<file path="config.mk">
export PLATFORM = sky130hd
export DESIGN_NAME = mem_port_arbiter
export DESIGN_NICKNAME = d
export VERILOG_FILES = /design/src/rtl/mem_port_arbiter.sv
export SDC_FILE = /design/constraint.sdc
export NUM_CORES = 1
export LEC_CHECK = 0
export ABC_AREA = 1
export BUFFER_PORTS_ARGS = -buffer_cell sky130_fd_sc_hd__buf_2
export CORE_MARGIN = 5
export CORE_UTILIZATION = 43
export DETAILED_ROUTE_END_ITERATION = 8
export GPL_ROUTABILITY_DRIVEN = 0
export PLACE_DENSITY = 0.81
export SLEW_MARGIN = 10
export SYNTH_ARGS = -nofsm -noshare
export SYNTH_HDL_FRONTEND = slang
export SYNTH_SLANG_ARGS = --single-unit
export TNS_END_PERCENT = 30
</file>
<file path="constraint.sdc">
create_clock -name clk -period 3.15 [get_ports clk]
set_input_delay 0.4725 -clock clk [delete_from_list [all_inputs] [get_ports clk]]
set_output_delay 0.4725 -clock clk [all_outputs]
set_load 0.05 [all_outputs]
</file>
<file path="src/rtl/mem_port_arbiter.sv">
// rtl/mem_port_arbiter.sv - two-to-one imem/dmem arbiter for the unified memory port with watchdog (ARB_RR_EN selects round-robin)
module mem_port_arbiter #(
  parameter int TIMEOUT = 1024
) (
  input  logic        clk,
  input  logic        rst,
  input  logic [31:0] imem_addr,
  input  logic [3:0]  imem_rmask,
  output logic [31:0] imem_rdata,
  output logic        imem_resp,
  input  logic [31:0] dmem_addr,
  input  logic [3:0]  dmem_rmask,
  input  logic [3:0]  dmem_wmask,
  input  logic [31:0] dmem_wdata,
  output logic [31:0] dmem_rdata,
  output logic        dmem_resp,
  output logic [31:0] mem_addr,
  output logic [3:0]  mem_rmask,
  output logic [3:0]  mem_wmask,
  output logic [31:0] mem_wdata,
  input  logic [31:0] mem_rdata,
  input  logic        mem_resp,
  output logic        arb_timeout
);

  typedef enum logic [1:0] {IDLE, SERVE_I, SERVE_D} state_t;

  // Counter wide enough to hold TIMEOUT itself so it can saturate there
  localparam int CW = (TIMEOUT > 1) ? $clog2(TIMEOUT + 1) : 1;
  localparam logic [CW-1:0] WD_MAX  = CW'(TIMEOUT);
  localparam logic [CW-1:0] WD_LAST = (TIMEOUT > 0) ? CW'(TIMEOUT - 1) : '0;

  state_t state, state_nxt;
  logic   i_pend, d_pend, pick_d;
  logic   grant_i, grant_d, grant, serving, stall;
  logic [CW-1:0] wd_cnt, wd_inc;

  assign i_pend  = |imem_rmask;
  assign d_pend  = (|dmem_rmask) || (|dmem_wmask);
  assign grant   = grant_i || grant_d;
  assign serving = (state != IDLE);
  assign stall   = serving && !mem_resp;
  assign wd_inc  = wd_cnt + CW'(1);

`ifdef ARB_RR_EN
  logic fav_d;

  // Tie-break pointer: after an imem grant dmem is favoured, and vice versa
  always_ff @(posedge clk or posedge rst) begin
    if (rst) begin
      fav_d <= 1'b1;
    end else if (grant) begin
      fav_d <= grant_i;
    end
  end

  assign pick_d = d_pend && (!i_pend || fav_d);
`else
  assign pick_d = d_pend;
`endif

  // State register
  always_ff @(posedge clk or posedge rst) begin
    if (rst) begin
      state <= IDLE;
    end else begin
      state <= state_nxt;
    end
  end

  // Grant selection in IDLE and zero-latency response routing while serving
  always_comb begin
    state_nxt  = state;
    grant_i    = 1'b0;
    grant_d    = 1'b0;
    imem_resp  = 1'b0;
    dmem_resp  = 1'b0;
    imem_rdata = 32'h0;
    dmem_rdata = 32'h0;
    case (state)
      IDLE: begin
        if (pick_d) begin
          grant_d   = 1'b1;
          state_nxt = SERVE_D;
        end else if (i_pend) begin
          grant_i   = 1'b1;
          state_nxt = SERVE_I;
        end
      end
      SERVE_I: begin
        if (mem_resp) begin
          imem_resp  = 1'b1;
          imem_rdata = mem_rdata;
          state_nxt  = IDLE;
        end
      end
      SERVE_D: begin
        if (mem_resp) begin
          dmem_resp  = 1'b1;
          dmem_rdata = mem_rdata;
          state_nxt  = IDLE;
        end
      end
      default: state_nxt = IDLE;
    endcase
  end

  // Memory-side request: captured on the grant edge, held, cleared on completion
  always_ff @(posedge clk or posedge rst) begin
    if (rst) begin
      mem_addr  <= 32'h0;
      mem_rmask <= 4'h0;
      mem_wmask <= 4'h0;
      mem_wdata <= 32'h0;
    end else if (grant_d) begin
      mem_addr  <= {dmem_addr[31:2], 2'b00};
      // A request carrying both masks is executed as a store only
      mem_rmask <= (|dmem_wmask) ? 4'h0 : dmem_rmask;
      mem_wmask <= dmem_wmask;
      mem_wdata <= dmem_wdata;
    end else if (grant_i) begin
      mem_addr  <= {imem_addr[31:2], 2'b00};
      mem_rmask <= imem_rmask;
      mem_wmask <= 4'h0;
      mem_wdata <= 32'h0;
    end else if (serving && mem_resp) begin
      mem_addr  <= 32'h0;
      mem_rmask <= 4'h0;
      mem_wmask <= 4'h0;
      mem_wdata <= 32'h0;
    end
  end

  // Watchdog: wd_cnt holds the stalled cycles already waited; the sticky flag
  // is raised so it shows during the SERVE cycle in which the wait reaches TIMEOUT
  always_ff @(posedge clk or posedge rst) begin
    if (rst) begin
      wd_cnt      <= '0;
      arb_timeout <= 1'b0;
    end else begin
      if (grant) begin
        wd_cnt <= '0;
      end else if (stall && (wd_cnt != WD_MAX)) begin
        wd_cnt <= wd_inc;
      end
      if ((TIMEOUT != 0) &&
          ((grant && (WD_LAST == '0)) || (stall && (wd_inc == WD_LAST)))) begin
        arb_timeout <= 1'b1;
      end
    end
  end

endmodule

</file>
==> tab_implementation.tex <==
\begin{tabular}{lr}
\hline
Metric & Value \\
\hline
\multicolumn{2}{l}{\textbf{CTS}} \\
Clock transition time at the flip-flop clock pins of the worst setup and hold paths & 90 ps \\
Clock Latency Late Sink & 350 ps \\
Number of resized instances in the post-cts repair step & 0 \\
Total setup buffers inserted after CTS & 0 \\
Clock root buffer master & sky130\_fd\_sc\_hd\_\_clkbuf\_8 \\
Number of buffers between clock root and the deepest sink & 2 \\
Post-CTS Hold Buffers & 0 \\
TritonCTS Sinks & 84 \\
TritonCTS buffer count & 9 \\
H-tree levels & 3 \\
TritonCTS clock tree & built \\
\multicolumn{2}{l}{\textbf{Setup path}} \\
Arrival time at the worst endpoint & approximately 2200 ps \\
Reg2Reg Capture Point & mem\_addr[16] \\
R2r startpoint & state[0] \\
Worst reg2reg path depth & 9 \\
Worst Path Class, Setup & register to output port \\
Kind of capture point of the worst setup path & output port \\
Setup slack of the worst register-to-register path & around 1100 ps \\
Critical path fanouts, max & 33 \\
Critical path capture point & imem\_rdata[22] \\
Critical path origin & state[1] \\
Worst Path Required & approximately 2700 ps \\
Startpoint types & register \\
\multicolumn{2}{l}{\textbf{Die}} \\
Starting density of the core & 0.436 \\
Top-level port count & 282 \\
Core area & between 10000 and 15000 um2 \\
Area of the die & $\sim$13000 um2 \\
Num rows & 37 \\
Width of the die & roughly 110 um \\
Die Height & between 100 and 150 um \\
\multicolumn{2}{l}{\textbf{STA}} \\
Final worst-path cycle share & 0.837 \\
Final sum of negative setup slack & 0 ps \\
Number of failing setup endpoints in the final timing report & 0 \\
Final hold violation count & 0 \\
Relative slew slack & 0.298 \\
Slew at the pin closest to its max-slew limit & between 1000 and 1500 ps \\
Number of pins with negative max-slew slack in the final report & 0 \\
Worst Clk Skew & a little over 8 ps \\
Final min period & 2640 ps \\
RSZ-0062 raised after global routing & false \\
Maximum clock frequency & between 300 and 400 MHz \\
\multicolumn{2}{l}{\textbf{Pwr}} \\
Cell-internal power & approximately 2.5 mW \\
Worst voltage drop across the vdd grid & a little under 500 uV \\
Portion of total power attributed to the clock network & 0.144 \\
Comb power frac & 0.552 \\
Share of total power consumed by net switching & 0.543 \\
Part of the power in registers & 0.304 \\
Lkg Pwr & 3.99 nW \\
P per Cell Area & 868 nW/um2 \\
Switch Pwr & roughly 2.9 mW \\
\multicolumn{2}{l}{\textbf{Drt}} \\
Aggregate routed wire length & $\sim$13000 um \\
Total DRC errors in the routed layout & 0 \\
Highest routed layer & met5 \\
Routed length on met2 & between 6000 and 7000 um \\
Sum of routed wire segments on met1 & 5030 um \\
Detailed router's first-iteration violation count & 236 \\
Via-per-instance ratio & around 4.5 \\
Number of nets still failing antenna checks after routing & 0 \\
Total number of vias & about 4800 \\
Met3 Wirelength & about 1300 um \\
Wirelength per Cell & about 12 um \\
Detailed Routing Iterations Pass 1 & 5 \\
\multicolumn{2}{l}{\textbf{Synth}} \\
Warning count from the yosys run & 0 \\
Post-synth cell types & 17 \\
Portion of synthesized cell area occupied by the leading cell type & 0.471 \\
Most area-consuming cells after synthesis & sky130\_fd\_sc\_hd\_\_dfrtp\_1 (47\%), sky130\_fd\_sc\_hd\_\_nand2\_1 (21\%), sky130\_fd\_sc\_hd\_\_inv\_1 (11\%), sky130\_fd\_sc\_hd\_\_nor2\_1 (6.7\%), sky130\_fd\_sc\_hd\_\_o21ai\_0 (3.3\%) \\
Count of mapped cells out of synthesis & between 600 and 700 \\
Avg Synthesized Cell Area & about 6.8 um2 \\
Share of synthesized area occupied by flip-flops and latches & 0.471 \\
Synth area leader & sky130\_fd\_sc\_hd\_\_dfrtp\_1 \\
Total of flip-flops plus latches after synthesis & 84 \\
Synthesized area & 4470 um2 \\
\multicolumn{2}{l}{\textbf{Final layout}} \\
Layout-stage area growth over the synthesis result & 38.2\% \\
Core utilization of the finished layout & 0.603 \\
Number of fill cells in the layout & around 1000 \\
Layout cell share with drive strength beyond 1 & 0.326 \\
Final net count & about 1100 \\
\multicolumn{2}{l}{\textbf{Global route}} \\
Global-route wire length before repair & between 20000 and 25000 um \\
Vias in the first global route & between 4000 and 5000 \\
Antenna violations before repair & 1 \\
Sum of overflow across all layers after global routing & 0 \\
Aggregate global-route resource usage & 0.210 \\
Maximum number of pins on one net before global-route repair & 55 \\
\multicolumn{2}{l}{\textbf{Status}} \\
Result of the run & finished, final reports clean \\
\multicolumn{2}{l}{\textbf{Worst hold path}} \\
Class of the tightest hold or removal check & input port to asynchronous set/reset pin \\
\multicolumn{2}{l}{\textbf{Placed design}} \\
HPWL after DPL & around 11000 um \\
Number of input and output port buffers inserted & 275 \\
\multicolumn{2}{l}{\textbf{Flow run}} \\
Max-cap violations & 0 \\
\hline
\end{tabular}
layout make-up:
cell class	count	area, um2	area share
Sequential cell	84	2100	0.341
Multi-Input combinational cell	417	1750	0.284
Timing Repair Buffer	283	1460	0.237
Inverter	129	485	0.0787
Tap cell	136	170	0.0276
Clock buffer	10	128	0.0207
Clock inverter	6	68.8	0.0112
Antenna cell	1	2.50	0.000406
cell usage in the layout, fill, tap and decap left out, types with 2 or more instances in the layout:
cell type                  Yosys  final
sky130_fd_sc_hd__buf_2         6    275
sky130_fd_sc_hd__nand2_1     249    249
sky130_fd_sc_hd__inv_1       129    128
sky130_fd_sc_hd__dfrtp_1      84     84
sky130_fd_sc_hd__nor2_1       80     79
sky130_fd_sc_hd__o21ai_0      29     29
sky130_fd_sc_hd__nand3_1      23     23
sky130_fd_sc_hd__o21ai_1      19     19
sky130_fd_sc_hd__clkbuf_8      0      9
sky130_fd_sc_hd__ha_1          6      6
sky130_fd_sc_hd__buf_4         9      6
sky130_fd_sc_hd__nand4_1       5      5
sky130_fd_sc_hd__inv_6         0      3
sky130_fd_sc_hd__clkinv_2      0      2
sky130_fd_sc_hd__conb_1        1      2
sky130_fd_sc_hd__buf_12        0      2
stage by stage:
| stage | hold slack, ps | instance area [um2] | std cells | worst slack, ps | power (mW) |
|---|---|---|---|---|---|
| 4_1_cts | 84.5 | 6170 | 1065 | 528 | 5.41 |
| 3_3_place_gp | 447 | 5970 | 1049 | 872 | 4.59 |
| 3_5_place_dp | 453 | 5970 | 1049 | 867 | 4.62 |
| 2_1_floorplan | 467 | 4470 | 658 | 512 | 3.85 |
| 6_report | 90.1 | 6170 | 1066 | 515 | 5.36 |
| 5_1_grt | 115 | 6170 | 1065 | 336 | 5.69 |
cells in the mapped netlist:
cell type,number
sky130_fd_sc_hd__nand2_1,249
sky130_fd_sc_hd__inv_1,129
sky130_fd_sc_hd__dfrtp_1,84
sky130_fd_sc_hd__nor2_1,80
sky130_fd_sc_hd__o21ai_0,29
sky130_fd_sc_hd__nand3_1,23
sky130_fd_sc_hd__o21ai_1,19
sky130_fd_sc_hd__clkbuf_1,13
sky130_fd_sc_hd__buf_4,9
sky130_fd_sc_hd__buf_2,6
sky130_fd_sc_hd__ha_1,6
sky130_fd_sc_hd__nand4_1,5
sky130_fd_sc_hd__conb_1,1
sky130_fd_sc_hd__nand3b_1,1
sky130_fd_sc_hd__nor2_2,1
sky130_fd_sc_hd__o22ai_2,1
sky130_fd_sc_hd__or2_2,1
cells by family after synthesis:
logic type      synth area share
other cells             0.000840
fa+ha+maj                 0.0168
simple gates               0.314
flops                      0.471
compound gates            0.0566
buf+inv                    0.141
flip-flops by register name, indices dropped and copies added (netlist names):
signal       flops
mem_wmask        4
state            2
wd_cnt          11
mem_wdata       32
arb_timeout      1
mem_addr        30
mem_rmask        4
routing by layer:
layer	GRT usage	up-vias
met5	0	-
met4	0.0957	2
met3	0.0549	32
met2	0.367	213
met1	0.241	2096
li1	-	2450
worst min path at each step:
stage | to | cells past startpoint
6_report | mem_wmask[0] | 2
5_1_grt | mem_wmask[0] | 2
4_1_cts | mem_wmask[0] | 2
3_5_place_dp | mem_addr[22] | 2
3_3_place_gp | arb_timeout | 2
2_1_floorplan | state[1] | 2
power groups by stage:
stage                     clock [mW]  combinational, mW  sequential (mW)
after floorplan                    0               1.01             2.84
after global placement             0               2.96             1.63
after detailed placement           0               2.98             1.64
after CTS                      0.800               2.98             1.63
after global routing           0.839               3.17             1.68
final                          0.772               2.95             1.63
critical path, stage by stage, from the launching register on:
cell                      delay [ps]
sky130_fd_sc_hd__dfrtp_1         410
sky130_fd_sc_hd__inv_1            80
sky130_fd_sc_hd__ha_1            140
sky130_fd_sc_hd__nand2_1         580
sky130_fd_sc_hd__nor2_1          300
sky130_fd_sc_hd__buf_2           310
Note: power is estimated with default switching activity, not from simulation.
